--- config.mk ---
export PLATFORM = sky130hd
export DESIGN_NAME = mem_wb_stage
export DESIGN_NICKNAME = d
export VERILOG_FILES = /design/src/rtl/mem_wb_stage_pkg.sv /design/src/rtl/mem_align_unit.sv /design/src/rtl/mem_wb_stage.sv
export SDC_FILE = /design/constraint.sdc
export NUM_CORES = 1
export LEC_CHECK = 0
export ABC_AREA = 1
export CORE_AREA = 2 2 133 135
export DETAILED_ROUTE_END_ITERATION = 8
export DIE_AREA = 0 0 135 137
export PLACE_DENSITY = 0.69
export SLEW_MARGIN = 10
export SYNTH_ARGS = -nofsm -noshare
export SYNTH_HDL_FRONTEND = slang
export SYNTH_SLANG_ARGS = --single-unit
--- constraint.sdc ---
create_clock -name clk -period 2.5 [get_ports clk]
set_input_delay 0.25 -clock clk [delete_from_list [all_inputs] [get_ports clk]]
set_output_delay 0.25 -clock clk [all_outputs]
set_load 0.02 [all_outputs]
--- src/rtl/mem_wb_stage_pkg.sv ---
// rtl/mem_wb_stage_pkg.sv - shared constants for the MEM-to-WB stage
package mem_wb_stage_pkg;

    localparam logic [31:0] PC_RESET_DEFAULT = 32'hbfc00000;

    localparam logic [4:0] EXC_NONE = 5'h00;
    localparam logic [4:0] EXC_ADEL = 5'h04;
    localparam logic [4:0] EXC_ADES = 5'h05;

    // mem_op[2] selects store, mem_op[1:0] selects access size
    localparam int MEM_OP_STORE_BIT = 2;

    typedef enum logic [1:0] {
        SIZE_BYTE = 2'd0,
        SIZE_HALF = 2'd1,
        SIZE_WORD = 2'd2
    } mem_size_e;

endpackage

--- src/rtl/mem_align_unit.sv ---
// rtl/mem_align_unit.sv - misalign detection, byte enables and store-data replication (MEM_ALIGN_CHECK_EN)
module mem_align_unit
    import mem_wb_stage_pkg::*;
(
    input  logic [1:0]  addr_lo,
    input  logic [1:0]  size,
    input  logic        store,
    input  logic [31:0] rt_data,
    output logic        misalign,
    output logic [3:0]  wen,
    output logic [31:0] wdata
);

    logic        misalign_raw;
    logic [3:0]  wen_raw;

    always_comb begin
        misalign_raw = 1'b0;
        wen_raw      = 4'b1111;
        wdata        = rt_data;
        case (size)
            SIZE_BYTE: begin
                wen_raw = 4'b0001 << addr_lo;
                wdata   = {4{rt_data[7:0]}};
            end
            SIZE_HALF: begin
                misalign_raw = addr_lo[0];
                // addr_lo[0] is ignored so an unchecked misaligned half lands on its containing halfword
                wen_raw      = addr_lo[1] ? 4'b1100 : 4'b0011;
                wdata        = {2{rt_data[15:0]}};
            end
            default: begin
                misalign_raw = (addr_lo != 2'b00);
                wen_raw      = 4'b1111;
                wdata        = rt_data;
            end
        endcase
    end

`ifdef MEM_ALIGN_CHECK_EN
    assign misalign = misalign_raw;
`else
    assign misalign = misalign_raw & 1'b0;
`endif

    assign wen = store ? wen_raw : 4'b0000;

endmodule

--- src/rtl/mem_wb_stage.sv ---
// rtl/mem_wb_stage.sv - MEM-to-WB pipeline register with alignment exceptions and SRAM gating (MEM_ALIGN_CHECK_EN)
module mem_wb_stage
    import mem_wb_stage_pkg::*;
#(
    parameter logic [31:0] PC_RESET = PC_RESET_DEFAULT
) (
    input  logic        clk,
    input  logic        rst_n,
    input  logic        ex_valid,
    output logic        mem_allow_in,
    input  logic [31:0] ex_pc,
    input  logic        ex_bd,
    input  logic        ex_exception,
    input  logic [4:0]  ex_ExcCode,
    input  logic [31:0] ex_bad_vaddr,
    input  logic        ex_eret,
    input  logic [1:0]  ex_mftc0_op,
    input  logic [7:0]  ex_cp0_addr,
    input  logic [31:0] ex_rt_data,
    input  logic [31:0] ex_mem_addr,
    input  logic [2:0]  ex_mem_op,
    input  logic        ex_mem_en,
    input  logic        wb_allow_in,
    input  logic        ClrStpJmp,
    output logic        data_sram_en,
    output logic [3:0]  data_sram_wen,
    output logic [31:0] data_sram_addr,
    output logic [31:0] data_sram_wdata,
    output logic        valid_r,
    output logic        mem_to_wb_exception_r,
    output logic        mem_to_wb_bd_r,
    output logic        mem_to_wb_eret_r,
    output logic [4:0]  mem_to_wb_ExcCode_r,
    output logic [7:0]  mem_to_wb_cp0_addr_r,
    output logic [1:0]  mem_to_wb_mftc0_op_r,
    output logic [31:0] mem_to_wb_mtc0_data_r,
    output logic [31:0] mem_to_wb_PC_r,
    output logic [31:0] mem_to_wb_error_VAddr_r
);

    logic        transfer;
    logic        is_store;
    logic        misalign;
    logic        new_exc;
    logic        wb_blocks;
    logic [3:0]  align_wen;
    logic [31:0] align_wdata;
    logic        nxt_exception;
    logic [4:0]  nxt_code;
    logic [31:0] nxt_vaddr;

    assign mem_allow_in = !valid_r | wb_allow_in;
    assign transfer     = ex_valid & mem_allow_in;
    assign is_store     = ex_mem_op[MEM_OP_STORE_BIT];

    mem_align_unit u_align (
        .addr_lo  (ex_mem_addr[1:0]),
        .size     (ex_mem_op[1:0]),
        .store    (is_store),
        .rt_data  (ex_rt_data),
        .misalign (misalign),
        .wen      (align_wen),
        .wdata    (align_wdata)
    );

    assign new_exc = ex_mem_en & misalign;

    // An excepting or ERET bundle already in WB means everything in MEM is younger and about to be flushed
    assign wb_blocks = valid_r & (mem_to_wb_exception_r | mem_to_wb_eret_r);

    assign data_sram_en    = rst_n & transfer & ex_mem_en & !ex_exception & !new_exc
                           & !ClrStpJmp & !wb_blocks;
    assign data_sram_wen   = data_sram_en ? align_wen : 4'b0000;
    assign data_sram_addr  = rst_n ? {ex_mem_addr[31:2], 2'b00} : 32'h0;
    assign data_sram_wdata = rst_n ? align_wdata : 32'h0;

    always_comb begin
        nxt_exception = ex_exception | new_exc;
        nxt_code      = EXC_NONE;
        nxt_vaddr     = 32'h0;
        if (ex_exception) begin
            nxt_code  = ex_ExcCode;
            nxt_vaddr = ex_bad_vaddr;
        end else if (new_exc) begin
            nxt_code  = is_store ? EXC_ADES : EXC_ADEL;
            nxt_vaddr = ex_mem_addr;
        end
    end

    always_ff @(posedge clk or negedge rst_n) begin
        if (!rst_n) begin
            valid_r                 <= 1'b0;
            mem_to_wb_exception_r   <= 1'b0;
            mem_to_wb_bd_r          <= 1'b0;
            mem_to_wb_eret_r        <= 1'b0;
            mem_to_wb_ExcCode_r     <= EXC_NONE;
            mem_to_wb_cp0_addr_r    <= 8'h0;
            mem_to_wb_mftc0_op_r    <= 2'b00;
            mem_to_wb_mtc0_data_r   <= 32'h0;
            mem_to_wb_PC_r          <= PC_RESET;
            mem_to_wb_error_VAddr_r <= 32'h0;
        end else begin
            if (ClrStpJmp) begin
                valid_r <= 1'b0;
            end else if (mem_allow_in) begin
                valid_r <= ex_valid;
            end
            if (transfer) begin
                mem_to_wb_exception_r   <= nxt_exception;
                mem_to_wb_bd_r          <= ex_bd;
                mem_to_wb_eret_r        <= ex_eret;
                mem_to_wb_ExcCode_r     <= nxt_code;
                mem_to_wb_cp0_addr_r    <= ex_cp0_addr;
                mem_to_wb_mftc0_op_r    <= ex_mftc0_op;
                mem_to_wb_mtc0_data_r   <= ex_rt_data;
                mem_to_wb_PC_r          <= ex_pc;
                mem_to_wb_error_VAddr_r <= nxt_vaddr;
            end
        end
    end

endmodule
==> metrics.txt, run 1 <==
final worst slack 0.141 ns; die area 18500 sq um; I/O Buffers 337; DR WL/cell 15.7 um; worst stage delay on the critical path 0.62 ns; post-route clock period utilization 94.4%; crit start category primary input; status finished clean; Design Area, Final 9270 sq um; setup TNS 0 ns; most common cell after layout, fill and taps aside nand2_1; vias 5277; Worst VDD drop 0.437 mV; GR Util All Layers 20.5%; clk_skew 0.00605 ns; first-pass GRT wire length 28400 um; Placed Area 8630 sq um; CTS Root Cell clkbuf_16; Fin Hold WS 0.0216 ns; Syn Inst Count 651; RSZ-0062 raised after global routing no; Top cell by count, worst path clkdlybuf4s50_1; critical setup path kind in2out; crit-path cells clkdlybuf4s50_1, inv_2, a21oi_1, nand2_1, nor2_1, clkdlybuf4s50_1; clk_lat worst skew 0.41 ns; max-cap violation count 0; boundary pin count 340; gp weighted congestion 0.809; TritonCTS clock tree built; Worst EP arrival 2.11 ns; P&R area growth vs syn 80.4%; register area share after synthesis 56.2%; yosys warns 0; post-DR vias/cell 4.31; Max clock buf depth 2; most frequent cells in the layout nand2_1, clkdlybuf4s50_1, dfrtp_1, inv_1, o21ai_0; fin. max-slew vios 0; DR iter-0 viols 231; Hold Crit Class in2async; # rows 48; Starting Density 30.1%; largest net degree at the start of global routing 133; maximum clock frequency 424 MHz; fill count 1572; Final Hold Viols 0; Power per Cell Area 679 nW/um^2; clk slew on worst S/H paths 0.06 ns; CP Max Fanout 3; mapped cell area 5140 sq um; Routed WL 19200 um; Leak 4.62 nW; Post-DRT Antenna Nets 0; grt ovf 0; fraction of layout cells with a size suffix above 1 5.92%; dpl hpwl 14200 um; DRC Markers 0; Sink Count 115; CTS Buf Count 17; CP max-delay cell clkdlybuf4s50_1; measured slew at the worst slew-check pin 0.903 ns; vias in the first global route 5265; die height 137 um; core area 17100 sq um; fin nets 1139; worst slack at placement 0.0982 ns; chip width 135 um; #FFs+latches synth 115; first-pass iteration count of the detailed router 4; Final setup viols 0; Worst Setup End Kind output port; H-tree lvl count 4; Relative slew margins 39.8%; Yosys cell types 19; syn avg cell area 7.90 sq um; Tmin final 2.36 ns; Crit path required time 2.25 ns; initial antenna violation count 1; Post-CTS Setup Inserts 0
[cell families after synthesis]
family / count (synthesis) / share of synthesized area, %
other: 1 / 0.0730
AO/OA/AOI/OAI: 60 / 6.04
buffers and inverters: 99 / 9.59
AND/OR/NAND/NOR: 376 / 28.1
flip-flops: 115 / 56.2
[metal layers]
layer / vias up / global-route usage, % / share of wire (%)
li1: 2617 / - / -
met1: 2404 / 22.7 / 39
met2: 227 / 36.1 / 50
met3: 29 / 7.41 / 8.1
met4: 0 / 7.58 / 2.6
met5: - / 0 / 0
[what timing repair did]
item                                    4_1_cts  5_1_grt
hold endpoints to repair                      6        0
hold buffers                                  1        0
gates resized for setup                       0        2
endpoints found under the setup margin        0        3
[critical path, delay by kind of cell]
kind	cells	cell delay, ns
AOI/OAI and AO/OA	1	0.29
and+or+nand+nor	2	0.26
buffers and inverters	3	1.30
[cells in the mapped netlist]
master / instances / share of area [%]
buf_6: 10 / 2.2
o21ai_1: 2 / 0.19
nand2_2: 3 / 0.37
nand2_1: 355 / 26
o21ai_0: 33 / 3.2
nand3_1: 1 / 0.097
a21oi_1: 17 / 1.7
dfrtp_1: 106 / 52
dfstp_2: 9 / 4.6
inv_1: 61 / 4.5
nor2_8: 1 / 0.39
nor2_1: 15 / 1.1
clkbuf_1: 4 / 0.29
inv_2: 3 / 0.22
conb_1: 1 / 0.073
buf_4: 8 / 1.2
nand2_4: 1 / 0.22
o22ai_1: 8 / 0.97
buf_2: 13 / 1.3
[registers in the layout (all words and copies together) (netlist names)]
name                     flops
mem_to_wb_mtc0_data_r       32
mem_to_wb_eret_r             1
mem_to_wb_cp0_addr_r         8
mem_to_wb_mftc0_op_r         2
mem_to_wb_bd_r               1
valid_r                      1
mem_to_wb_ExcCode_r          5
mem_to_wb_PC_r              32
mem_to_wb_exception_r        1
mem_to_wb_error_VAddr_r     32
[worst paths after layout]
path                            depth (start not counted)  slack [ns]                     endpoint                from
worst max-delay path                                    6        0.14             data_sram_wen[0]        ex_mem_op[1]
worst min-delay path                                    2        0.02    mem_to_wb_mtc0_data_r[31]               rst_n
worst max register to register                          6        0.72  mem_to_wb_error_VAddr_r[24]             valid_r
worst min register to register                          2        0.47           mem_to_wb_PC_r[26]  mem_to_wb_PC_r[26]
max in group asynchronous                               2        1.61            mem_to_wb_PC_r[2]               rst_n
min in group clk                                        3        0.34           mem_to_wb_PC_r[27]           ex_pc[27]
[stage by stage]
step | total power [mW] | std cells | util [%]
final | 6.30 | 1223 | 54.4
after global routing | 6.61 | 1223 | 54.4
after CTS | 6.38 | 1222 | 54.3
after global placement | 3.82 | 1189 | 50.6
after floorplan | 2.90 | 652 | -
after detailed placement | 3.84 | 1189 | 50.6
[area by class of cell]
| cell class | count | area, sq um | area share [%] |
|---|---|---|---|
| inverters | 64 | 240 | 2.59 |
| repair buffers | 348 | 3470 | 37.4 |
| clock buffers | 23 | 488 | 5.26 |
| flip-flops and latches | 115 | 2890 | 31.2 |
| well taps | 225 | 282 | 3.04 |
| diodes | 1 | 2.50 | 0.0270 |
| clock inverters | 9 | 126 | 1.36 |
| multi-input cells | 438 | 1770 | 19.1 |
[where the power goes]
| group | total, mW | internal (mW) | switching [mW] |
|---|---|---|---|
| Clock | 2.50 | 1.67 | 0.833 |
| Sequential | 2.19 | 2.08 | 0.109 |
| Combinational | 1.61 | 0.781 | 0.827 |
No activity file was read; power rests on OpenSTA's default activity.
==> run 2, diff against run 1 <==
--- a/config.mk
+++ b/config.mk
@@ -9,6 +9,7 @@
 export CORE_AREA = 2 2 133 135
 export DETAILED_ROUTE_END_ITERATION = 8
 export DIE_AREA = 0 0 135 137
+export HOLD_SLACK_MARGIN = 0.1
 export PLACE_DENSITY = 0.69
 export SLEW_MARGIN = 10
 export SYNTH_ARGS = -nofsm -noshare
==> run 2 against run 1 <==
  * Critical path depth shrank 2
  * Total power hardly changed
  * Count of clock-buffer cells in the layout did not move
  * Sequential share of layout area fell by 0.067 points
  * Via count is 0.59% higher
  * Non-clock buffer count grew 2
  * Wire length rose by 0.43%
  * Final area rose by 0.22%
  * Fmax is 0.81% higher
  * Cell count is 0.16% higher
  * Utilization is 0.12 points higher
==> metrics.txt, run 2 (synthesized netlist as in run 1, its figures left out) <==
critical setup path kind reg2out; fraction of layout cells with a size suffix above 1 5.91%; top flop regs mem_to_wb_PC_r x32, mem_to_wb_error_VAddr_r x32, mem_to_wb_mtc0_data_r x32; die height 137 um; Post-CTS Setup Inserts 0; Tmin final 2.34 ns; I/O Buffers 337; vias 5308; worst stage delay on the critical path 0.62 ns; grt ovf 0; maximum clock frequency 427 MHz; Crit path depth 4; core area 17100 sq um; R2R depth 6; Hold Crit Class in2async; Crit path required time 2.25 ns; Worst VDD drop 0.437 mV; measured slew at the worst slew-check pin 0.901 ns; Worst Setup End Kind output port; # rows 48; crit start category register; die area 18500 sq um; Core Util, Final 54.5%; most frequent cells in the layout nand2_1, clkdlybuf4s50_1, dfrtp_1, inv_1, o21ai_0; RR Endpoint mem_to_wb_error_VAddr_r[24]; H-tree lvl count 4; critical path buffer and inverter count 1; DR WL/cell 15.8 um; Post-DRT Antenna Nets 0; clk slew on worst S/H paths 0.05 ns; vias in the first global route 5287; max-cap violation count 0; status finished clean; Routed WL 19300 um; Worst EP arrival 2.09 ns; setup TNS 0 ns; TritonCTS clock tree built; total power draw 6.30 mW; Final Hold Viols 0; post-DR vias/cell 4.33; Design Area, Final 9290 sq um; post-route clock period utilization 93.6%; CTS Buf Count 17; initial antenna violation count 1; clk_skew 0.00630 ns; RSZ-0062 raised after global routing no; chip width 135 um; Power per Cell Area 678 nW/um^2; Final setup viols 0; Relative slew margins 39.9%; Leak 4.63 nW; boundary pin count 340; fin nets 1141; crit-path cells o21ai_0, nand3_2, nor2_1, clkdlybuf4s50_1; Max clock buf depth 2; Starting Density 30.1%; fin. max-slew vios 0; CP Max Fanout 5; clk_lat worst skew 0.41 ns; CP max-delay cell clkdlybuf4s50_1; dpl hpwl 14200 um; CTS Root Cell clkbuf_16; DRC Markers 0; largest net degree at the start of global routing 133; GR Util All Layers 20.6%; Sink Count 115; Placed Area 8630 sq um; worst r2r src valid_r; most common cell after layout, fill and taps aside nand2_1; P&R area growth vs syn 80.8%; first-pass GRT wire length 28500 um; delay-heaviest family, CP buffers and inverters; setup slack, reg-to-reg 0.72 ns; Fin Hold WS 0.297 ns; first-pass iteration count of the detailed router 4; gp weighted congestion 0.809; DR iter-0 viols 245
run 2: changes by cell type in the layout (fill, tap and decap cells not counted), sizes merged:
cell / before / now
dlygate4sd3: 1 / 3
run 2: through the flow:
step / instances / setup WS, ns
after detailed placement: 1189 / 0.0982
after global routing: 1225 / 0.0451
after global placement: 1189 / 0.108
after CTS: 1224 / 0.0587
after floorplan: 652 / 0.957
final: 1225 / 0.160
run 2: routing by layer:
metal | global-route usage, % | share of wire (%) | up-vias
li1 | - | - | 2622
met1 | 22.7 | 39 | 2420
met2 | 36.0 | 50 | 234
met3 | 7.52 | 8.4 | 32
met4 | 8.16 | 2.9 | 0
met5 | 0 | 0 | -
run 2: worst max path at each step:
stage                               start  slack (ns)                to
floorplan                         valid_r        0.96  data_sram_wen[0]
global placement             ex_mem_op[1]        0.11  data_sram_wen[0]
detailed placement           ex_mem_op[1]         0.1  data_sram_wen[0]
CTS                      mem_to_wb_eret_r        0.06  data_sram_wen[3]
global route                 ex_mem_op[1]        0.05  data_sram_wen[3]
finish              mem_to_wb_exception_r        0.16  data_sram_wen[3]
run 2: layout make-up:
cell class	count	area, sq um
well taps	225	282
clock buffers	23	488
inverters	64	240
repair buffers	350	3490
flip-flops and latches	115	2890
clock inverters	9	126
fillers	1570	7760
diodes	1	2.50
multi-input cells	438	1770
run 2: what timing repair did:
item / CTS / global route
hold buffers: 3 / 0
endpoints found under the hold margin: 24 / 0
resized for setup: 0 / 2
setup endpoints to repair: 0 / 3
run 2: where the power goes:
part / internal (mW) / leakage, nW / switching, mW / total, mW
clock network: 1.67 / 0.303 / 0.833 / 2.50
logic: 0.783 / 2.90 / 0.828 / 1.61
registers: 2.08 / 1.42 / 0.109 / 2.19
==> run 3, diff against run 2 <==
--- a/config.mk
+++ b/config.mk
@@ -6,6 +6,7 @@
 export NUM_CORES = 1
 export LEC_CHECK = 0
 export ABC_AREA = 1
+export CAP_MARGIN = 15
 export CORE_AREA = 2 2 133 135
 export DETAILED_ROUTE_END_ITERATION = 8
 export DIE_AREA = 0 0 135 137
==> results of run 3 <==
The final DEF is identical to that of run 2; final timing and power are the same.
==> variant 1, RTL diff (settings of run 3) <==
Make the reset (`rst_n`) synchronous in one clocked block.
--- a/src/rtl/mem_wb_stage.sv
+++ b/src/rtl/mem_wb_stage.sv
@@ -88,5 +88,5 @@
     end
 
-    always_ff @(posedge clk or negedge rst_n) begin
+    always_ff @(posedge clk) begin
         if (!rst_n) begin
             valid_r                 <= 1'b0;
Function: differs if rst_n is asserted again (counterexample within 4 cycles, from zero or initial values and one cycle with rst_n low); with rst_n held inactive, the same outputs for 4 cycles.
==> variant 1 against run 3 <==
  * Die area unchanged
  * Wire length up 2.7%
  * Setup slack lost 0.022 ns
  * Power shrank 11%
  * Global-route usage grew 0.12 points
  * Register-to-register slack better by 0.27 ns
  * Core utilization is 2.3 points lower
  * Synthesized area shrank 6.2%
  * First-iteration DRC count down 5.3%
  * Sequential power shrank 8%
  * Final area down 4.2%
  * Sequential cell count unchanged
  * Final cell count is 1.4% higher
  * Critical path type is now in -> out
  * Largest power group unchanged
==> variant 1: results (changes against run 3) <==
| Metric | Value |
|---|---|
| Crit Path Max Fanout | `8 (was 5)` |
| Maximum vdd drop | `438 uV (was 437 uV)` |
| Antenna diodes | `0 (was 1)` |
| Final GP Congestion | `0.854 (was 0.809)` |
| Post-Synth XOR/XNOR Area | `0 (unchanged)` |
| PostCTS Resize Cnt | `0 (unchanged)` |
| Most frequent cells after synthesis | `nor2_1, dfxtp_1, nand2_1, o21ai_0, inv_1 (was nand2_1, dfrtp_1, inv_1, o21ai_0, a21oi_1)` |
| Leakage | `0.00370 uW (was 0.00463 uW)` |
| Drt pass-1 iters | `4 (unchanged)` |
| Uppermost layer routed | `met4 (unchanged)` |
| Switching Share | `0.275 (was 0.281)` |
| Synth top area cells | `dfxtp_1, nor2_1, o21ai_0 (was dfrtp_1, nand2_1, dfstp_2)` |
| Setup Fix Bufs, Post-CTS | `0 (unchanged)` |
| Synthesized-area fraction occupied by adder cells | `0 (unchanged)` |
| Clk_skew | `0.00741 ns (was 0.00630 ns)` |
| Vias in the first global route | `5,281 (was 5,287)` |
| Measured slew at the worst slew-check pin | `0.656 ns (was 0.901 ns)` |
| Met3 WL post-DR | `1220 um (was 1620 um)` |
| Share of layout cells above drive strength 1 | `0.0521 (was 0.0591)` |
| CTS root buf | `clkbuf_16 (unchanged)` |
| Critical Path AT | `2.11 ns (was 2.09 ns)` |
| Gr usage total | `0.207 (was 0.206)` |
| Sequential fraction of the synthesis area | `0.477 (was 0.562)` |
| Drt first-iter violations | `232 (was 245)` |
| Met2 wire len | `9550 um (was 9610 um)` |
| Clock tree buffer depth | `2 (unchanged)` |
| Compound-gate portion of the synthesized area | `0.138 (was 0.0604)` |
| Routed wire per std cell | `16.0 um (was 15.8 um)` |
| Hold crit path type | `in -> reg (was in -> async)` |
| Initial antenna violation count | `0 (was 1)` |
| Critical path's largest stage delay | `just over 0.6 ns` |
| Top FF cell, synth | `dfxtp_1 (was dfrtp_1)` |
| Clock slew at reported path FFs | `around 0.060 ns` |
| Vias/cell | `4.52 (was 4.33)` |
| First-pass GRT wire length | `29,100 um (was 28,500 um)` |
| CP top delay family | `buffers and inverters (unchanged)` |
| Cell variety after synth | `21 (was 19)` |
| Clk_lat worst skew | `0.41 ns (about the same)` |
| Asr flop ratio synth | `0 (was 1.00)` |
| Largest net degree at the start of global routing | `68 (was 133)` |
| Port Buf Inserts | `337 (unchanged)` |
| DP HPWL | `14,600 um (was 14,200 um)` |
| Status | `completed (unchanged)` |
| # nets final | `1,159 (was 1,141)` |
| Fillers | `1,672 (was 1,570)` |
| Post-synthesis mux area share | `0 (unchanged)` |
| Slowest-stage cell, CP | `clkdlybuf4s50_1 (unchanged)` |
| H-tree depth | `4 (unchanged)` |
| Met1 Wirelength | `8570 um (was 7490 um)` |
## variant 1: cell types whose count changed after synthesis, sizes merged, moves of 37 or more
cell	delta
dfrtp	-106
dfxtp	+115
nand2	-255
nand4	+37
nor2	+167
o21ai	+49
## variant 1: stage by stage
step           std cells  hold WS (ns)  setup WS [ns]  instance area [um^2]
4_1_cts             1242         0.222         0.0676                  8890
6_report            1242         0.247          0.138                  8900
5_1_grt             1242         0.233         0.0239                  8900
3_5_place_dp        1210         0.454          0.163                  8320
3_3_place_gp        1210         0.452          0.188                  8320
2_1_floorplan        686         0.363           1.01                  4830
## variant 1: kinds of logic after synthesis
logic type | Yosys count
flip-flops | 115
AND/OR/NAND/NOR | 336
AO/OA/AOI/OAI | 131
buffers and inverters | 102
other | 1
## variant 1: area by class of cell
cell class,count,area [um^2],share of cell area
clock buffers,21,460,0.0518
clock inverters,11,110,0.0124
inverters,47,176,0.0198
multi-input cells,469,2060,0.231
flip-flops and latches,115,2300,0.259
well taps,225,282,0.0316
repair buffers,354,3510,0.395
## variant 1: path summary, 6_finish.rpt
check,from,endpoint,slack [ns],cells past startpoint
min reg2reg,mem_to_wb_error_VAddr_r[21]$_SDFFE_PN0N_,mem_to_wb_error_VAddr_r[21]$_SDFFE_PN0N_,0.46,2
max,ex_mem_op[1],data_sram_wdata[31],0.14,6
max reg2reg,valid_r$_SDFFE_PP0N_,mem_to_wb_cp0_addr_r[4]$_SDFFE_PN0N_,0.99,5
min,rst_n,mem_to_wb_mtc0_data_r[2]$_SDFFE_PN0N_,0.25,3
## variant 1: worst register-to-register path, delay by kind of cell, from the launching register on
family	cells	cell delay, ns
flip-flops	1	0.41
AO/OA/AOI/OAI	1	0.23
AND/OR/NAND/NOR	3	0.31
buffers and inverters	1	0.51
## variant 1: power by group through the flow
stage | combinational (uW) | clock [uW] | sequential, uW
3_5_place_dp | 1260 | 0 | 2050
2_1_floorplan | 408 | 0 | 2190
6_report | 1260 | 2360 | 2010
5_1_grt | 1350 | 2500 | 2020
4_1_cts | 1270 | 2420 | 2010
3_3_place_gp | 1260 | 0 | 2040
## variant 1: per-layer routing
metal  GRT usage  vias up
li1            -     2840
met1       0.255     2527
met2       0.341      217
met3      0.0596       29
met4      0.0804        0
met5           0        -
==> variant 2, RTL diff (flow settings as in run 3) <==
Made on the original files. The option `MEM_ALIGN_CHECK_EN` is turned on by a define.
--- a/src/rtl/mem_align_unit.sv
+++ b/src/rtl/mem_align_unit.sv
@@ -1,3 +1,5 @@
 // rtl/mem_align_unit.sv - misalign detection, byte enables and store-data replication (MEM_ALIGN_CHECK_EN)
+`define MEM_ALIGN_CHECK_EN
+
 module mem_align_unit
     import mem_wb_stage_pkg::*;
Check against the original RTL: not equivalent (Yosys sat finds a counterexample within 4 cycles, from zero or initial values and one cycle with rst_n low).
==> variant 2 against run 3 <==
  * First-iteration DRC count rose by 52%
  * Power rose by 0.77%
  * Final cell count rose by 4.4%
  * Setup slack got worse by 0.056 ns
  * Synthesized area rose by 6.6%
  * Critical path depth rose by 4
  * Final area rose by 4.4%
  * Wire length rose by 9.8%
  * Sequential cell count did not move
  * Count of clock-buffer cells in the layout fell by 5
  * Global-route usage rose by 2.0 points
==> variant 2: results (changes against run 3) <==
| Metric | Value |
|---|---|
| Status | `completed (unchanged)` |
| Synth top area cells | `dfrtp_1, nand2_1, a21oi_1 (was dfrtp_1, nand2_1, dfstp_2)` |
| Share of layout cells above drive strength 1 | `0.0721 (was 0.0591)` |
| Via count | `5,937 (was 5,308)` |
| Final worst setup slack | `0.104 ns (was 0.160 ns)` |
| Maximum vdd drop | `475 uV (was 437 uV)` |
| Largest net degree at the start of global routing | `103 (was 133)` |
| R2R depth | `4 (was 6)` |
| Drt pass-1 iters | `5 (was 4)` |
| Leakage | `0.00467 uW (was 0.00463 uW)` |
| Dpl ws | `0.0883 ns (was 0.0982 ns)` |
| First-pass GRT wire length | `31,700 um (was 28,500 um)` |
| Vias in the first global route | `5,719 (was 5,287)` |
| Most frequent cells after synthesis | `nand2_1, dfrtp_1, a21oi_1, inv_1, nor2_1 (was nand2_1, dfrtp_1, inv_1, o21ai_0, a21oi_1)` |
| Crit Path Max Fanout | `7 (was 5)` |
| Sequential fraction of the synthesis area | `0.527 (was 0.562)` |
| DP HPWL | `15,400 um (was 14,200 um)` |
| Worst setup startpoint | `ex_mem_op[1] (was mem_to_wb_exception_r$_DFFE_PN0N_)` |
| Compound-gate portion of the synthesized area | `0.127 (was 0.0604)` |
| RR Endpoint | `mem_to_wb_mtc0_data_r[31]$_DFFE_PN0N_ (was mem_to_wb_error_VAddr_r[24]$_DFFE_PN0N_)` |
| Antenna diodes | `0 (was 1)` |
| Critical Path AT | `2.15 ns (was 2.09 ns)` |
| Initial antenna violation count | `2 (was 1)` |
| Routed wire per std cell | `16.6 um (was 15.8 um)` |
| # nets final | `1,196 (was 1,141)` |
| Cell variety after synth | `22 (was 19)` |
| Fillers | `1,594 (was 1,570)` |
| Slew Limit Headroom | `0.347 (was 0.399)` |
| Final GP Congestion | `0.892 (was 0.809)` |
| Hold crit path type | `in -> reg (was in -> async)` |
==> variant 2: timing repair <==
action / in CTS / in global routing
resized for setup: 0 / 9
setup endpoints to repair: 0 / 10
endpoints found under the hold margin: 21 / 0
hold buffers: 3 / 0
==> variant 2: cell families (layout without fill, tap and decap cells) <==
logic type / count (synthesis) / in the layout
buffers and inverters: 115 / 463
DFF: 115 / 115
AOI/OAI and AO/OA: 136 / 136
other: 1 / 2
and+or+nand+nor: 338 / 338
==> variant 2: metal layers <==
metal,share of wire,global-route usage
met5,0,0
met4,0.029,0.100
met3,0.076,0.0733
met2,0.49,0.365
met1,0.41,0.275
==> variant 2: cell type report <==
cell class	count	area share
timing repair buffer	365	0.374
sequential	115	0.298
multi-input combinational	476	0.215
clock buffer	18	0.0453
tap	225	0.0290
inverter	66	0.0255
clock inverter	14	0.0133
==> variant 2: per-stage QoR <==
stage / power (uW) / TNS (ns) / instances / hold WS (ns) / instance area [um^2]
3_5_place_dp: 4060 / 0 / 1244 / 0.116 / 9080
5_1_grt: 6660 / -0.00717 / 1279 / 0.348 / 9700
4_1_cts: 6430 / 0 / 1279 / 0.328 / 9680
6_report: 6350 / 0 / 1279 / 0.346 / 9700
3_3_place_gp: 4050 / 0 / 1244 / 0.113 / 9080
2_1_floorplan: 3020 / 0 / 706 / -0.0456 / 5490
==> variant 2: power by group <==
part	switching (uW)	internal [uW]	leakage, uW
combinational	951	862	0.00302
clock	924	1400	0.000273
sequential	116	2100	0.00138
==> variant 2: worst max-delay path: stages <==
cell	delay (ns)
clkdlybuf4s50_1	0.60
buf_4	0.20
inv_2	0.04
nand2_1	0.08
buf_4	0.16
o22ai_1	0.07
nor2_1	0.12
clkdlybuf4s50_1	0.62
